[src/rtl/pipe_stage_elastic_if.sv]
// Valid/ready pipeline bus: opaque payload plus PC and exception sideband.
// master drives the entry and valid; slave returns ready.
interface pipe_stage_elastic_if #(
  parameter int DATA_W = 128,
  parameter int EXC_W  = 5
) ();
  logic              valid;
  logic              ready;
  logic [DATA_W-1:0] data;
  logic [31:0]       pc;
  logic              exc;
  logic [EXC_W-1:0]  exccode;
  logic [31:0]       badva;

  modport master (output valid, data, pc, exc, exccode, badva, input ready);
  modport slave  (input valid, data, pc, exc, exccode, badva, output ready);
endinterface

[src/rtl/pipe_stage_elastic.sv]
// Elastic valid/ready pipeline stage with flush and first-exception-wins merge.
// Define PIPE_STAGE_SKID_EN for a 2-entry skid buffer with a registered in-side ready.
module pipe_stage_elastic #(
  parameter int          DATA_W = 128,
  parameter int          EXC_W  = 5,
  parameter logic [31:0] RST_PC = 32'h0000_0000
) (
  input  logic                 clk,
  input  logic                 rst,
  input  logic                 flush_i,
  pipe_stage_elastic_if.slave  in_if,
  pipe_stage_elastic_if.master out_if,
  input  logic                 loc_exc_i,
  input  logic [EXC_W-1:0]     loc_exccode_i,
  input  logic [31:0]          loc_badva_i,
  output logic [1:0]           occupancy_o
);

  typedef struct packed {
    logic [DATA_W-1:0] data;
    logic [31:0]       pc;
    logic              exc;
    logic [EXC_W-1:0]  exccode;
    logic [31:0]       badva;
  } entry_t;

  localparam entry_t RST_ENTRY = '{data: '0, pc: RST_PC, exc: 1'b0, exccode: '0, badva: '0};

  entry_t main_q, main_d;
  logic   main_valid_q, main_valid_d;
  entry_t in_entry;
  logic   in_ready;
  logic   in_fire;
  logic   out_fire;
  logic   clear;

  // An earlier stage's exception is older, so it wins over the local one.
  always_comb begin
    in_entry      = '0;
    in_entry.data = in_if.data;
    in_entry.pc   = in_if.pc;
    if (in_if.exc) begin
      in_entry.exc     = 1'b1;
      in_entry.exccode = in_if.exccode;
      in_entry.badva   = in_if.badva;
    end else if (loc_exc_i) begin
      in_entry.exc     = 1'b1;
      in_entry.exccode = loc_exccode_i;
      in_entry.badva   = loc_badva_i;
    end else begin
      in_entry.exc     = 1'b0;
      in_entry.exccode = '0;
      in_entry.badva   = in_if.pc;
    end
  end

  assign clear    = !rst || flush_i;
  assign out_fire = main_valid_q && out_if.ready;
  assign in_fire  = in_if.valid && in_ready && !flush_i;

`ifdef PIPE_STAGE_SKID_EN
  entry_t skid_q, skid_d;
  logic   skid_valid_q, skid_valid_d;

  // Ready depends only on flops, so out_ready never reaches upstream combinationally.
  assign in_ready = rst && !skid_valid_q;

  always_comb begin
    main_d       = main_q;
    main_valid_d = main_valid_q;
    skid_d       = skid_q;
    skid_valid_d = skid_valid_q;
    if (skid_valid_q) begin
      if (out_fire) begin
        main_d       = skid_q;
        skid_valid_d = 1'b0;
      end
    end else if (in_fire) begin
      if (!main_valid_q || out_fire) begin
        main_d       = in_entry;
        main_valid_d = 1'b1;
      end else begin
        skid_d       = in_entry;
        skid_valid_d = 1'b1;
      end
    end else if (out_fire) begin
      main_valid_d = 1'b0;
    end
    if (clear) begin
      main_d       = RST_ENTRY;
      main_valid_d = 1'b0;
      skid_d       = RST_ENTRY;
      skid_valid_d = 1'b0;
    end
  end

  always_ff @(posedge clk) begin
    skid_q       <= skid_d;
    skid_valid_q <= skid_valid_d;
  end

  assign occupancy_o = {1'b0, main_valid_q} + {1'b0, skid_valid_q};
`else
  assign in_ready = rst && (!main_valid_q || out_if.ready);

  always_comb begin
    main_d       = main_q;
    main_valid_d = main_valid_q;
    if (in_fire) begin
      main_d       = in_entry;
      main_valid_d = 1'b1;
    end else if (out_fire) begin
      main_valid_d = 1'b0;
    end
    if (clear) begin
      main_d       = RST_ENTRY;
      main_valid_d = 1'b0;
    end
  end

  assign occupancy_o = {1'b0, main_valid_q};
`endif

  always_ff @(posedge clk) begin
    main_q       <= main_d;
    main_valid_q <= main_valid_d;
  end

  assign in_if.ready    = in_ready;
  assign out_if.valid   = main_valid_q;
  assign out_if.data    = main_q.data;
  assign out_if.pc      = main_q.pc;
  assign out_if.exc     = main_valid_q && main_q.exc;
  assign out_if.exccode = main_q.exccode;
  assign out_if.badva   = main_q.badva;

endmodule
[src/flat_wrapper.sv]
// flat-port wrapper written by rule: the top's interface ports become plain ports
module pipe_stage_elastic_flat 
#(
  parameter int          DATA_W = 128,
  parameter int          EXC_W  = 5,
  parameter logic [31:0] RST_PC = 32'h0000_0000
)
  (clk, rst, flush_i, loc_exc_i, loc_exccode_i, loc_badva_i, occupancy_o, in_if_valid, in_if_data, in_if_pc, in_if_exc, in_if_exccode, in_if_badva, in_if_ready, out_if_valid, out_if_data, out_if_pc, out_if_exc, out_if_exccode, out_if_badva, out_if_ready);
  pipe_stage_elastic_if #(.DATA_W(DATA_W), .EXC_W(EXC_W)) in_if_i ();
  pipe_stage_elastic_if #(.DATA_W(DATA_W), .EXC_W(EXC_W)) out_if_i ();
  input  logic clk;
  input  logic rst;
  input  logic flush_i;
  input  logic loc_exc_i;
  input  logic [EXC_W-1:0] loc_exccode_i;
  input  logic [31:0] loc_badva_i;
  output logic [1:0] occupancy_o;
  input wire logic [$bits(in_if_i.valid)-1:0] in_if_valid;
  input wire logic [$bits(in_if_i.data)-1:0] in_if_data;
  input wire logic [$bits(in_if_i.pc)-1:0] in_if_pc;
  input wire logic [$bits(in_if_i.exc)-1:0] in_if_exc;
  input wire logic [$bits(in_if_i.exccode)-1:0] in_if_exccode;
  input wire logic [$bits(in_if_i.badva)-1:0] in_if_badva;
  output wire logic [$bits(in_if_i.ready)-1:0] in_if_ready;
  output wire logic [$bits(out_if_i.valid)-1:0] out_if_valid;
  output wire logic [$bits(out_if_i.data)-1:0] out_if_data;
  output wire logic [$bits(out_if_i.pc)-1:0] out_if_pc;
  output wire logic [$bits(out_if_i.exc)-1:0] out_if_exc;
  output wire logic [$bits(out_if_i.exccode)-1:0] out_if_exccode;
  output wire logic [$bits(out_if_i.badva)-1:0] out_if_badva;
  input wire logic [$bits(out_if_i.ready)-1:0] out_if_ready;
  assign in_if_i.valid = in_if_valid;
  assign in_if_i.data = in_if_data;
  assign in_if_i.pc = in_if_pc;
  assign in_if_i.exc = in_if_exc;
  assign in_if_i.exccode = in_if_exccode;
  assign in_if_i.badva = in_if_badva;
  assign in_if_ready = in_if_i.ready;
  assign out_if_valid = out_if_i.valid;
  assign out_if_data = out_if_i.data;
  assign out_if_pc = out_if_i.pc;
  assign out_if_exc = out_if_i.exc;
  assign out_if_exccode = out_if_i.exccode;
  assign out_if_badva = out_if_i.badva;
  assign out_if_i.ready = out_if_ready;
  pipe_stage_elastic #(.DATA_W(DATA_W), .EXC_W(EXC_W), .RST_PC(RST_PC)) u_core (.clk(clk), .rst(rst), .flush_i(flush_i), .in_if(in_if_i), .out_if(out_if_i), .loc_exc_i(loc_exc_i), .loc_exccode_i(loc_exccode_i), .loc_badva_i(loc_badva_i), .occupancy_o(occupancy_o));
endmodule
[config.mk]
export PLATFORM = sky130hd
export DESIGN_NAME = pipe_stage_elastic_flat
export DESIGN_NICKNAME = d
export VERILOG_FILES = /design/src/rtl/pipe_stage_elastic_if.sv /design/src/rtl/pipe_stage_elastic.sv /design/src/flat_wrapper.sv
export SDC_FILE = /design/constraint.sdc
export NUM_CORES = 1
export LEC_CHECK = 0
export CAP_MARGIN = 10
export CORE_AREA = 2 2 170 172
export CTS_BUF_LIST = sky130_fd_sc_hd__clkbuf_8
export DETAILED_ROUTE_END_ITERATION = 8
export DIE_AREA = 0 0 172 174
export GPL_TIMING_DRIVEN = 0
export PLACE_DENSITY = 0.76
export SYNTH_ARGS = -nofsm -noshare
export SYNTH_HDL_FRONTEND = slang
export SYNTH_SLANG_ARGS = --single-unit
[constraint.sdc]
create_clock -name clk -period 5.3 [get_ports clk]
set_input_delay 1.325 -clock clk [delete_from_list [all_inputs] [get_ports clk]]
set_output_delay 1.325 -clock clk [all_outputs]
set_load 0.05 [all_outputs]
==> results.py, run 1 <==
metrics = {
    "clock_tree": {
        "postCtsHoldBufs": 0,
        "cts_made_buffers": 17,
        "insertion_delay_ns": 0.46,
        "clockBufferDepth": 2,
        "clock-sinks": 199,
        "cts_root_buf": "clkbuf_8",
        "post-cts-setup-buffers": 0,
        "cts_max_level": 4,
        "cts_resized": 0,
        "cts_tree": "built",
        "clk_pin_slew_ns": 0.11,
    },
    "worst_hold_path": {
        "hold_start": "u_core.out_if.data[32]",
        "hp-class": "reg -> reg",
    },
    "floorplanning": {
        "placementRows": 62,
        "core_sq_um": 28200,
        "initial_core_util_pct": 34.5,
        "die-area_sq_um": 29900,
        "die_y_microns": 174,
        "top_level_ports": 443,
        "die_w_microns": 172,
    },
    "grt": {
        "antenna_found_initial": 1,
        "grt_overflow": 0,
        "grt_max_degree": 21,
        "grt_pass1_wl_mm": 51.9,
        "track_usage_pct": 22.3,
        "grt_pass1_vias": 9630,
    },
    "timing": {
        "slew_viol_final": 0,
        "max_freq_mhz": 199,
        "clock_skew_ns": 0.0245,
        "setup_viol_count_final": 0,
        "worst_pin_slew_ns": 0.881,
        "rsz0062_at_grt": "false",
        "fin_crit_sh_pct": 94.6,
        "max_slew_margin_pct": 41.3,
        "hold_violations": 0,
        "setup_slack_ns": 0.286,
        "setup-tns-final_ns": 0,
        "final.min_clock_period_ns": 5.01,
    },
    "yosys": {
        "ys_seq_area_share_pct": 40.9,
        "synth_cells": 1147,
        "synth_seq_cells": 199,
        "synth-async-reset-ratio_pct": 0,
        "synth.distinct_cells": 26,
        "ys.flop_type": "dfxtp_1",
        "ys_top_cells_by_area": "dfxtp_1 41%, buf_4 15%, nand4_1 10%, nand2_1 7.5%, mux2i_1 6.6%",
        "synth.top_cell.area_share_pct": 40.9,
        "ys_top_cells_by_count": "199 x buf_4, 199 x dfxtp_1, 194 x nand2_1",
        "synth_area_per_cell_sq_um": 8.49,
        "synth_edf_count": 0,
        "ys.warnings.count": 0,
        "synth_top_cell_by_area": "dfxtp_1",
        "synth_fp_nets": 1388,
        "syn_area_sq_um": 9740,
    },
    "worst_setup_path": {
        "worstPathRequired_ns": 3.97,
        "worstPathArrival_ns": 3.69,
        "end_kind": "output pin",
        "crit_type": "in -> out",
        "crit_fanout": 19,
        "crit_start": "rst",
        "r2r_slack_ns": 3.01,
        "startpoint_type": "input port",
        "reg2reg_from": "u_core.out_if.valid",
    },
    "detailed_routing": {
        "wl_mm": 34.8,
        "firstDrtPassIters": 5,
        "wl_per_cell_microns": 17.4,
        "via_per_inst": 4.88,
        "drtIter0Drc": 516,
        "drt.antenna.violating_nets": 0,
        "vias": 9747,
        "drc": 0,
    },
    "cells_and_area": {
        "regArea_sq_um": 3980,
        "drive_above_1_share_pct": 18.4,
        "stdcell_area_sq_um": 15000,
        "multi_input_area_sq_um": 3710,
        "nets": 1843,
        "fill_cells": 2627,
        "syn_to_final_growth_pct": 53.9,
        "diodes": 0,
    },
    "place": {
        "portBuffers": 438,
        "place_ws_ns": -0.144,
        "dpl_cell_area_sq_um": 14600,
        "dp_hpwl_mm": 27.1,
        "gp_congestion": 0.812,
    },
    "outcome": {
        "outcome": "complete, no violations",
    },
    "pwr": {
        "p_comb_share_pct": 25.2,
        "p_int_mw": 2.33,
        "p_sw_mw": 1.12,
        "p_per_area_nw_per_um2": 230,
        "power.total_mw": 3.45,
        "p_sw_share_pct": 32.5,
        "pwr-share-clk_pct": 28.8,
        "vdd_drop_max_uv": 172,
        "power.leakage_nw": 5.77,
        "seq_power_share_pct": 46.0,
    },
    "job": {
        "maxCapViolCount": 0,
    },
}
## area by class of cell
| class | count | area share (%) |
|---|---|---|
| tap | 384 | 3.20 |
| buffer | 306 | 13.5 |
| clock buffer | 18 | 1.65 |
| clock inverter | 14 | 0.985 |
| inverter | 2 | 0.0501 |
| timing repair buffer | 438 | 29.2 |
| multi-input combinational | 638 | 24.8 |
| sequential | 199 | 26.6 |
## cells in the final DEF (no fill, tap or decap), types with 3 or more instances in the layout
cell               n
a22oi_1            4
a21oi_1            7
a211oi_1           5
buf_6             10
clkdlybuf4s50_1  438
o21ai_0           93
inv_6              4
clkbuf_8          18
clkinv_8           3
mux2i_1           64
buf_2             20
nand2_1          194
o21ai_1           67
nand4_1          160
buf_1              3
clkbuf_1          71
inv_8              4
buf_4            199
mux2_2            32
dfxtp_1          199
buf_8              3
## cells by family after synthesis
group / count (synthesis) / share of synthesized area, %
other: 1 / 0.0385
muxes: 96 / 10.3
AOI/OAI and AO/OA: 177 / 9.36
and+or+nand+nor: 364 / 18.4
buffers and inverters: 310 / 21.0
DFF: 199 / 40.9
## registers in the layout (all words and copies together) (netlist names)
register	flops
u_core.out_if.badva	32
u_core.out_if.exccode	5
u_core.out_if.pc	32
u_core.main_q	1
u_core.out_if.valid	1
u_core.out_if.data	128
## path summary, 6_finish.rpt
kind / cells after the start / endpoint
max reg2reg: 6 / u_core.out_if.pc[9]
min: 2 / u_core.out_if.data[32]
min reg2reg: 2 / u_core.out_if.data[32]
max: 6 / in_if_ready
## power by group through the flow
stage | Clock, mW | Combinational (mW) | Sequential (mW)
6_report | 0.993 | 0.868 | 1.59
5_1_grt | 1.07 | 0.913 | 1.59
4_1_cts | 1.02 | 0.871 | 1.59
3_5_place_dp | 0 | 0.868 | 1.62
3_3_place_gp | 0 | 0.863 | 1.62
2_1_floorplan | 0 | 0.491 | 1.61
## critical path, cell delays in order
cell             delay (ns)
clkdlybuf4s50_1        0.47
buf_2                  0.48
clkbuf_1               0.43
nand2_1                0.10
inv_1                  0.07
clkdlybuf4s50_1        0.82
## layer usage
metal	global-route usage, %	share of wire [%]	vias to the layer above
met2	39.0	49	418
met5	0	0.037	-
met4	9.84	4.1	2
met3	6.03	8.4	67
met1	25.3	39	4579
li1	-	-	4681
## through the flow
step	hold WS (ns)	std cells	utilization, %
after global routing	0.468	1999	53.1
after global placement	0.437	1969	51.7
after CTS	0.458	1999	53.1
final	0.453	1999	53.1
after detailed placement	0.441	1969	51.7
after floorplan	0.429	1147	-
Power figures use the tool's default switching activity.
==> run 2, diff against run 1 <==
--- a/config.mk
+++ b/config.mk
@@ -11,6 +11,7 @@
 export DETAILED_ROUTE_END_ITERATION = 8
 export DIE_AREA = 0 0 172 174
 export GPL_TIMING_DRIVEN = 0
+export HOLD_SLACK_MARGIN = 0.05
 export PLACE_DENSITY = 0.76
 export SYNTH_ARGS = -nofsm -noshare
 export SYNTH_HDL_FRONTEND = slang
==> constraint.sdc (replaced) <==
create_clock -name clk -period 6.1 [get_ports clk]
set_input_delay 1.525 -clock clk [delete_from_list [all_inputs] [get_ports clk]]
set_output_delay 1.525 -clock clk [all_outputs]
set_load 0.05 [all_outputs]
==> results.py, run 2 (synthesized netlist as in run 1, its figures left out) <==
metrics = {
    "timing": {
        "setup_viol_count_final": 0,
        "setup-tns-final_ns": 0,
        "worst_pin_slew_ns": 0.860,
        "max_freq_mhz": 171,
        "slew_viol_final": 0,
        "fin_crit_sh_pct": 95.6,
        "max_slew_margin_pct": 42.6,
        "clock_skew_ns": 0.0229,
        "rsz0062_at_grt": "false",
        "final.min_clock_period_ns": 5.83,
        "hold_violations": 0,
    },
    "floorplanning": {
        "initial_core_util_pct": 34.5,
        "die-area_sq_um": 29900,
        "die_w_microns": 172,
        "die_y_microns": 174,
        "top_level_ports": 443,
        "placementRows": 62,
        "core_sq_um": 28200,
    },
    "worst_setup_path": {
        "slowest_delay_ns": 0.82,
        "path_cells": "clkdlybuf4s50_1 -> buf_2 -> clkbuf_1 -> clkbuf_1 -> nand2_1 -> inv_1 -> clkdlybuf4s50_1",
        "cp_slowest_cell": "clkdlybuf4s50_1",
        "worstPathArrival_ns": 4.31,
        "startpoint_type": "input port",
        "worstPathRequired_ns": 4.58,
        "end_kind": "output pin",
        "crit_type": "in -> out",
        "crit_fanout": 10,
    },
    "cells_and_area": {
        "diodes": 0,
        "regArea_sq_um": 3980,
        "syn_to_final_growth_pct": 54.0,
        "multi_input_area_sq_um": 3710,
        "final_cell_mix": "438 x clkdlybuf4s50_1, 199 x buf_4, 199 x dfxtp_1",
        "fill_cells": 2628,
        "nets": 1845,
        "largest_register_ffs": 128,
        "drive_above_1_share_pct": 18.4,
        "layout_commonest_cell": "clkdlybuf4s50_1",
    },
    "place": {
        "dp_hpwl_mm": 27.1,
        "portBuffers": 438,
        "gp_congestion": 0.812,
    },
    "detailed_routing": {
        "wl_mm": 34.9,
        "via_per_inst": 4.86,
        "firstDrtPassIters": 5,
        "vias": 9716,
        "drt.antenna.violating_nets": 0,
        "drc": 0,
        "drtIter0Drc": 543,
        "wl_per_cell_microns": 17.4,
    },
    "pwr": {
        "p_per_area_nw_per_um2": 200,
        "p_sw_share_pct": 32.5,
        "power.total_mw": 3.00,
        "pwr-share-clk_pct": 28.8,
        "power.leakage_nw": 5.77,
        "p_int_mw": 2.02,
        "vdd_drop_max_uv": 150,
        "p_comb_share_pct": 25.2,
        "p_sw_mw": 0.974,
        "seq_power_share_pct": 46.0,
    },
    "grt": {
        "grt_overflow": 0,
        "track_usage_pct": 22.4,
        "grt_pass1_vias": 9649,
        "grt_max_degree": 21,
        "antenna_found_initial": 1,
        "grt_pass1_wl_mm": 52.0,
    },
    "clock_tree": {
        "cts_tree": "built",
        "cts_resized": 0,
        "cts_made_buffers": 17,
        "insertion_delay_ns": 0.46,
        "postCtsHoldBufs": 0,
        "clk_pin_slew_ns": 0.11,
        "cts_root_buf": "clkbuf_8",
        "post-cts-setup-buffers": 0,
        "clock-sinks": 199,
        "clockBufferDepth": 2,
        "cts_max_level": 4,
    },
    "worst_hold_path": {
        "hp-class": "reg -> reg",
    },
    "job": {
        "maxCapViolCount": 0,
    },
    "outcome": {
        "outcome": "complete, no violations",
    },
}
-- run 2: through the flow --
| step | instance area, sq um | util [%] | std cells | setup slack, ns | hold slack (ns) |
|---|---|---|---|---|---|
| floorplan | 9740 | - | 1147 | 1.86 | 0.429 |
| global placement | 14600 | 51.7 | 1969 | 0.269 | 0.437 |
| detailed placement | 14600 | 51.7 | 1969 | 0.256 | 0.441 |
| CTS | 15000 | 53.1 | 2001 | 0.244 | 0.458 |
| global route | 15000 | 53.1 | 2001 | 0.0992 | 0.468 |
| finish | 15000 | 53.1 | 2001 | 0.268 | 0.453 |
-- run 2: per-layer routing --
| metal | share of wire [%] | routed length [microns] | GRT usage, % |
|---|---|---|---|
| met4 | 4.1 | 1440 | 9.77 |
| met5 | 0.037 | 13 | 0 |
| met2 | 49 | 17000 | 39.3 |
| met3 | 8.2 | 2840 | 6.15 |
| met1 | 39 | 13600 | 25.2 |
-- run 2: power groups by stage --
stage               Sequential (mW)  Combinational, mW  Clock (mW)
floorplan                      1.40              0.426           0
detailed placement             1.41              0.754           0
CTS                            1.38              0.758       0.888
finish                         1.38              0.755       0.863
global placement               1.41              0.749           0
global route                   1.39              0.794       0.932
-- run 2: layout make-up --
type	count	share of cell area [%]
Buffer	308	13.6
Clock buffer	18	1.65
Clock inverter	14	0.984
Inverter	2	0.0500
Multi-Input combinational cell	638	24.8
Sequential cell	199	26.6
Tap cell	384	3.20
Timing Repair Buffer	438	29.2
-- run 2: path summary, 6_finish.rpt --
path	depth (start not counted)	end	slack [ns]	start
max	7	in_if_ready	0.27	rst
min	2	u_core.out_if.data[32]	0.45	u_core.out_if.data[32]
max reg2reg	6	u_core.out_if.pc[9]	3.99	u_core.out_if.valid
min reg2reg	2	u_core.out_if.data[32]	0.45	u_core.out_if.data[32]
-- run 2: critical path: cells and delay by family --
kind,cells,cell delay [ns]
simple gates,1,0.10
buf+inv,6,2.68
==> run 3, diff against run 2 <==
--- a/config.mk
+++ b/config.mk
@@ -6,13 +6,14 @@
 export NUM_CORES = 1
 export LEC_CHECK = 0
 export CAP_MARGIN = 10
-export CORE_AREA = 2 2 170 172
+export CORE_AREA = 2 2 174 176
 export CTS_BUF_LIST = sky130_fd_sc_hd__clkbuf_8
 export DETAILED_ROUTE_END_ITERATION = 8
-export DIE_AREA = 0 0 172 174
+export DIE_AREA = 0 0 176 178
+export DONT_BUFFER_PORTS = 1
 export GPL_TIMING_DRIVEN = 0
 export HOLD_SLACK_MARGIN = 0.05
-export PLACE_DENSITY = 0.76
+export PLACE_DENSITY = 0.54
 export SYNTH_ARGS = -nofsm -noshare
 export SYNTH_HDL_FRONTEND = slang
 export SYNTH_SLANG_ARGS = --single-unit
==> results.py, run 3 (synthesized netlist as in run 1, its figures left out) <==
metrics = {
    "outcome": {
        "outcome": "complete, no violations",
    },
    "place": {
        "portBuffers": 0,
        "dp_hpwl_mm": 25.7,
        "dpl_cell_area_sq_um": 10200,
        "gp_congestion": 0.857,
    },
    "detailed_routing": {
        "wl_mm": 33.3,
        "drtIter0Drc": 471,
        "via_per_inst": 5.05,
        "firstDrtPassIters": 5,
        "drc": 0,
        "vias": 7931,
        "drt.antenna.violating_nets": 0,
        "wl_per_cell_microns": 21.2,
    },
    "clock_tree": {
        "post-cts-setup-buffers": 0,
        "cts_root_buf": "clkbuf_8",
        "clock-sinks": 199,
        "clk_pin_slew_ns": 0.10,
        "cts_max_level": 4,
        "cts_resized": 0,
        "postCtsHoldBufs": 0,
        "cts_made_buffers": 17,
        "clockBufferDepth": 2,
        "insertion_delay_ns": 0.47,
        "cts_tree": "built",
    },
    "cells_and_area": {
        "fill_cells": 3148,
        "multi_input_area_sq_um": 3710,
        "regArea_sq_um": 3980,
        "syn_to_final_growth_pct": 8.99,
        "drive_above_1_share_pct": 25.2,
        "final_cell_mix": "199 x buf_4, 199 x dfxtp_1, 194 x nand2_1",
        "stdcell_area_sq_um": 10600,
        "largest_register_ffs": 128,
        "nets": 1407,
    },
    "floorplanning": {
        "top_level_ports": 443,
        "die_y_microns": 178,
        "die-area_sq_um": 31300,
        "placementRows": 63,
        "core_sq_um": 29400,
        "initial_core_util_pct": 33.1,
        "die_w_microns": 176,
    },
    "worst_setup_path": {
        "end_kind": "output pin",
        "worstPathRequired_ns": 4.58,
        "startpoint_type": "input port",
        "crit_fanout": 10,
        "r2r_slack_ns": 3.69,
        "worstPathArrival_ns": 3.33,
        "crit_type": "in -> out",
    },
    "grt": {
        "grt_pass1_vias": 7583,
        "grt_pass1_wl_mm": 47.6,
        "grt_max_degree": 20,
        "antenna_found_initial": 3,
        "grt_overflow": 0,
        "track_usage_pct": 20.2,
    },
    "pwr": {
        "p_comb_share_pct": 18.2,
        "pwr-share-clk_pct": 31.4,
        "p_sw_share_pct": 34.0,
        "p_int_mw": 1.81,
        "power.leakage_nw": 4.13,
        "p_per_area_nw_per_um2": 258,
        "power.total_mw": 2.74,
        "p_sw_mw": 0.933,
        "seq_power_share_pct": 50.4,
        "vdd_drop_max_uv": 118,
    },
    "timing": {
        "fin_crit_sh_pct": 79.6,
        "max_freq_mhz": 206,
        "rsz0062_at_grt": "false",
        "setup_viol_count_final": 0,
        "max_slew_margin_pct": 36.3,
        "clock_skew_ns": 0.0120,
        "setup-tns-final_ns": 0,
        "slew_viol_final": 0,
        "final.min_clock_period_ns": 4.86,
        "worst_pin_slew_ns": 0.955,
        "hold_violations": 0,
    },
    "worst_hold_path": {
        "hp-class": "reg -> reg",
    },
    "job": {
        "maxCapViolCount": 0,
    },
}
[run 3: worst max-delay path, cell delays in order]
cell and delay (ns):
buf_2 0.29, clkbuf_1 0.61, clkbuf_1 0.45, nand2_1 0.09, inv_1 0.36
[run 3: final timing paths]
check / depth (start not counted) / startpoint / end
setup / recovery: 5 / rst / in_if_ready
hold / removal: 2 / u_core.out_if.data[106] / u_core.out_if.data[106]
setup reg to reg: 6 / u_core.out_if.valid / u_core.out_if.data[90]
hold reg to reg: 2 / u_core.out_if.data[106] / u_core.out_if.data[106]
[run 3: power groups by stage]
stage / combinational, mW / clock [mW] / sequential, mW
floorplan: 0.426 / 0 / 1.40
global placement: 0.503 / 0 / 1.41
detailed placement: 0.504 / 0 / 1.41
CTS: 0.504 / 0.892 / 1.38
global route: 0.529 / 0.936 / 1.39
finish: 0.500 / 0.859 / 1.38
[run 3: through the flow]
| step | hold slack, ns | setup slack (ns) | instances | utilization, % |
|---|---|---|---|---|
| after floorplan | 0.429 | 1.86 | 1147 | - |
| after global placement | 0.437 | 1.12 | 1537 | 34.8 |
| after detailed placement | 0.441 | 1.15 | 1537 | 34.8 |
| after CTS | 0.457 | 1.15 | 1569 | 36.1 |
| after global routing | 0.470 | 1.06 | 1571 | 36.1 |
| final | 0.453 | 1.24 | 1571 | 36.1 |
[run 3: cell type report]
type | count | share of cell area (%)
well taps | 390 | 4.60
clock inverters | 14 | 1.27
flip-flops and latches | 199 | 37.5
clock buffers | 18 | 2.33
diodes | 2 | 0.0471
multi-input cells | 638 | 35.0
inverters | 2 | 0.0707
plain buffers | 308 | 19.2
[run 3: routing by layer]
layer / share of wire, % / wire length [microns] / track usage [%] / up-vias
met1: 40 / 13300 / 24.3 / 3722
met5: 0 / 0 / 0 / -
li1: - / - / - / 3825
met3: 7.9 / 2630 / 5.46 / 18
met2: 51 / 17000 / 35.7 / 366
met4: 1.3 / 434 / 5.30 / 0
